$ cat config.mk
export PLATFORM = sky130hd
export DESIGN_NAME = reg_file_param
export DESIGN_NICKNAME = d
export VERILOG_FILES = /design/src/rtl/reg_file_param.sv
export SDC_FILE = /design/constraint.sdc
export NUM_CORES = 1
export LEC_CHECK = 0
export CAP_MARGIN = 20
export CORE_MARGIN = 2
export CORE_UTILIZATION = 59
export DETAILED_ROUTE_END_ITERATION = 8
export PLACE_DENSITY = 0.81
export SETUP_SLACK_MARGIN = 0.3
export SYNTH_ARGS = -nofsm -noshare
export SYNTH_HDL_FRONTEND = slang
export SYNTH_SLANG_ARGS = --single-unit
$ cat constraint.sdc
create_clock -name Clk -period 2.4 [get_ports Clk]
set_input_delay 0.36 -clock Clk [delete_from_list [all_inputs] [get_ports Clk]]
set_output_delay 0.36 -clock Clk [all_outputs]
set_load 0.1 [all_outputs]
$ cat src/rtl/reg_file_param.sv
// reg_file_param: 2R/1W register file with pending bits, clear engine, optional bypass (RF_BYPASS_EN)
module reg_file_param #(
  parameter int WIDTH = 16,
  parameter int DEPTH = 8,
  localparam int AW = $clog2(DEPTH)
) (
  input  logic             Clk,
  input  logic             Reset_n,
  input  logic [AW-1:0]    DR,
  input  logic             LD_REG,
  input  logic [WIDTH-1:0] Data_In,
  input  logic [AW-1:0]    SR1,
  input  logic [AW-1:0]    SR2,
  output logic [WIDTH-1:0] SR1_Out,
  output logic [WIDTH-1:0] SR2_Out,
  input  logic             Lock_Set,
  input  logic [AW-1:0]    Lock_Addr,
  output logic             SR1_Pending,
  output logic             SR2_Pending,
  input  logic             Clear_Start,
  output logic             Clear_Busy,
  output logic             Clear_Done
);
  typedef enum logic [1:0] {IDLE, CLEAR, DONE} state_t;
  state_t state, state_nx;
  logic [AW-1:0] idx;
  logic [WIDTH-1:0] regs [DEPTH];
  logic [DEPTH-1:0] pend;
  logic idle;
  assign idle = state == IDLE;
  assign Clear_Busy = state == CLEAR;
  assign Clear_Done = state == DONE;
  always_comb begin
    state_nx = IDLE;
    if (idle) state_nx = Clear_Start ? CLEAR : IDLE;
    else if (state == CLEAR) state_nx = idx == AW'(DEPTH - 1) ? DONE : CLEAR;
  end
  always_ff @(posedge Clk or negedge Reset_n) begin
    if (!Reset_n) begin
      state <= IDLE;
      idx <= '0;
      pend <= '0;
      for (int i = 0; i < DEPTH; i++) regs[i] <= '0;
    end else begin
      state <= state_nx;
      if (Clear_Busy) begin
        regs[idx] <= '0;
        pend[idx] <= 1'b0;
        idx <= idx + AW'(1);
      end else if (idle) begin
        if (Clear_Start) idx <= '0;
        if (LD_REG) begin
          regs[DR] <= Data_In;
          pend[DR] <= 1'b0;
        end
        // set after the write-clear so a same-cycle lock marks a new outstanding load
        if (Lock_Set) pend[Lock_Addr] <= 1'b1;
      end
    end
  end
`ifdef RF_BYPASS_EN
  logic byp1, byp2;
  assign byp1 = LD_REG && idle && SR1 == DR;
  assign byp2 = LD_REG && idle && SR2 == DR;
  assign SR1_Out = byp1 ? Data_In : regs[SR1];
  assign SR2_Out = byp2 ? Data_In : regs[SR2];
  assign SR1_Pending = byp1 ? Lock_Set && Lock_Addr == SR1 : pend[SR1];
  assign SR2_Pending = byp2 ? Lock_Set && Lock_Addr == SR2 : pend[SR2];
`else
  assign SR1_Out = regs[SR1];
  assign SR2_Out = regs[SR2];
  assign SR1_Pending = pend[SR1];
  assign SR2_Pending = pend[SR2];
`endif
endmodule

==> out/qor.csv <==
metric,value,unit
status,"complete, but fails checks",
violated checks,design-rule violations,
drt via density,8.48,
Vias,8727,
full die area,15000,sq um
first-pass GRT wire length,46700,um
Synth Area per Inst,11.6,sq um
Routed WL per cell,34.4,um
GRT Util Overall,42.7,%
met1 Use GR,51.0,%
syn_nets,748,
TritonCTS clock tree,yes,
"Seq/Total Area, Yosys",42.7,%
met2 Use GR,63.5,%
maximum VDD drop,1.02,mV
initial antenna violation count,1,
Site Rows,43,
CTS root buf,clkbuf_16,
final setup violating endpoints,0,
Starting Density,60.0,%
Pwr Total,15700,uW
Worst Tran Pin Value,1.04,ns
Hold WS,0.293,ns
Synth Instances,713,
Worst setup SP type,flip-flop,
port buffer count,68,
synth warn,0,
global placement routability congestion,0.850,
Synth area leader,dfrtp_1,
Chip Width,122,um
final hold viol count,0,
vias in the first global route,8285,
gr ovfl total,0,
pwr dens,1420,nW/um^2
CP required,2.04,ns
Post-Route Skew,0.0113,ns
"Period Utilization, post-route",99.4,%
setup TNS,0,ns
leakage,0.00497,uW
dominant cells by area after synthesis,"dfrtp_1, mux4_2, nand3_1",
final HPWL from detailed placement,15900,um
clk buf depth,2,
io pins,69,
number of synthesized register bits,141,
"Distinct cells, synth",39,
area grow syn2layout,34.4,%
Final nets,870,
fin crit period,2.38,ns
element type at the critical path end,output pin,
Worst-Skew Late Latency,0.45,ns
GR Util met3,15.6,%
layout cells sized above 1,37.6,%
H-tree Lvls,4,
Slew Limit Fails,0,
crit path kind,reg2out,
Slew HR,30.0,%
Die H,122,um
Antenna Nets Post-Route,0,
core area,13800,sq um
maxcap violations,0,
"Clk pin slew, worst setup/hold paths",0.07,ns
Initial DRC Count,2063,
synthesized cell area,8270,sq um
total CTS buffers,17,
post-synth top area share,42.7,%
TritonRoute pass-1 iters,9,
Detailed Route WL,35400,um
GR peak layer,met2,
Max Fanout on Critical Path,3,
CTS sink cnt,141,
FMAX,419,MHz
Worst Path Arrival,2.02,ns
Filler cells,654,
worst hold path type,in2async,
largest net degree at the start of global routing,129,
Residual DRC,12,
RSZ-0062 raised after global routing,true,
## placed cells by master (no fill, tap or decap), types with 2 or more instances in the layout
cell type	netlist	routed
dfrtp_2	0	3
ha_1	2	2
nor2b_1	6	3
a22o_1	69	69
clkdlybuf4s50_1	0	27
nand2_1	68	68
buf_2	24	2
clkbuf_16	0	17
a22oi_1	3	3
nand3_1	128	128
bufinv_16	0	5
dfrtp_1	141	138
mux2_4	0	34
clkinv_4	0	2
o211ai_1	68	68
nand2b_1	2	2
a22oi_2	4	4
buf_4	4	109
clkinvlp_4	0	6
buf_12	0	52
and2_1	3	3
mux4_2	68	68
buf_6	1	2
nand4bb_1	2	2
nor2b_2	0	3
## power breakdown
group	switching (uW)	total (uW)	internal, uW
registers	1190	4540	3350
logic	4490	8190	3700
clock network	1140	3010	1870
## logic make-up after synthesis
group,count (synthesis),synth area share (%)
simple gates,225,13.8
mux,103,23.3
fa+ha+maj,2,0.303
buf+inv,94,5.15
flops,141,42.7
compound gates,148,14.7
## cell usage after synthesis
| master | n |
|---|---|
| nor4bb_1 | 2 |
| inv_1 | 1 |
| nor3_4 | 1 |
| nand4b_1 | 1 |
| nor2b_1 | 6 |
| a22oi_1 | 3 |
| o211ai_1 | 68 |
| and2_0 | 1 |
| nor4b_4 | 1 |
| nand3b_1 | 1 |
| buf_6 | 1 |
| or4b_1 | 1 |
| and2_1 | 3 |
| nor3_2 | 1 |
| o21bai_1 | 1 |
| mux2_2 | 35 |
| clkbuf_1 | 42 |
| a22o_1 | 69 |
| buf_1 | 6 |
| buf_4 | 4 |
| and4b_1 | 1 |
| clkbuf_2 | 16 |
| mux4_2 | 68 |
| ha_1 | 2 |
| or3b_1 | 1 |
| buf_2 | 24 |
| a32oi_1 | 1 |
| a32o_1 | 1 |
| nor4b_1 | 1 |
| nand2b_1 | 2 |
| nand4bb_1 | 2 |
| nand3_1 | 128 |
| nand2_1 | 68 |
| and4bb_2 | 1 |
| nor2_1 | 2 |
| dfrtp_1 | 141 |
| a21oi_1 | 1 |
| or2_2 | 1 |
| a22oi_2 | 4 |
## path summary, 6_finish.rpt
path	slack, ns	from	cells after the start	to
min reg2reg	0.53	regs[19]$_DFFE_PN0P_	1	regs[19]$_DFFE_PN0P_
min in group Clk	0.53	regs[19]$_DFFE_PN0P_	1	regs[19]$_DFFE_PN0P_
min	0.29	Reset_n	2	pend[3]$_DFFE_PN0P_
max reg2reg	0.22	state[0]$_DFF_PN0_	5	regs[111]$_DFFE_PN0P_
max	0.02	regs[113]$_DFFE_PN0P_	3	SR1_Out[1]
max in group asynchronous	1.14	Reset_n	3	regs[105]$_DFFE_PN0P_
## sequential cells by signal, summed over array words and instances, names as in the netlist
signal and count:
idx 3, pend 8, regs 128, state 2
## area by class of cell
cell class / instances / area [sq um] / area share (%)
sequential: 141 / 3530 / 31.8
tap: 180 / 225 / 2.03
inverter: 1 / 3.75 / 0.0338
antenna: 1 / 2.50 / 0.0225
multi-input combinational: 478 / 4470 / 40.2
timing repair buffer: 196 / 2220 / 20.0
clock inverter: 14 / 218 / 1.96
clock buffer: 18 / 439 / 3.95
## metrics by stage
stage	utilization (%)	setup WS (ns)	std cells	cell area, sq um
floorplan	-	0.243	713	8410
global placement	70.5	-0.0106	906	9710
detailed placement	70.5	-0.0314	906	9710
CTS	78.8	0.205	998	10900
global route	80.7	-0.0779	1029	11100
finish	80.7	0.0152	1029	11100
## critical path, stage by stage, from the launching register on
cell	delay (ns)
dfrtp_1	0.53
mux4_2	0.54
mux2_4	0.32
buf_12	0.17
## timing repair
item                                    4_1_cts  5_1_grt
endpoints found under the hold margin        13        0
endpoints found under the setup margin       35       70
buffers inserted                             58       30
resized for setup                             7        5
cloned                                        1        0
pin swaps                                     0        2
hold buffers                                  1        0
## metal layers
metal / routed length, um / share of wire, % / vias up
met2: 15100 / 42 / 1164
met3: 5540 / 16 / 471
met5: 0 / 0 / -
met1: 10700 / 30 / 4074
met4: 4110 / 12 / 0
li1: - / - / 3018
Power figures use the tool's default switching activity.
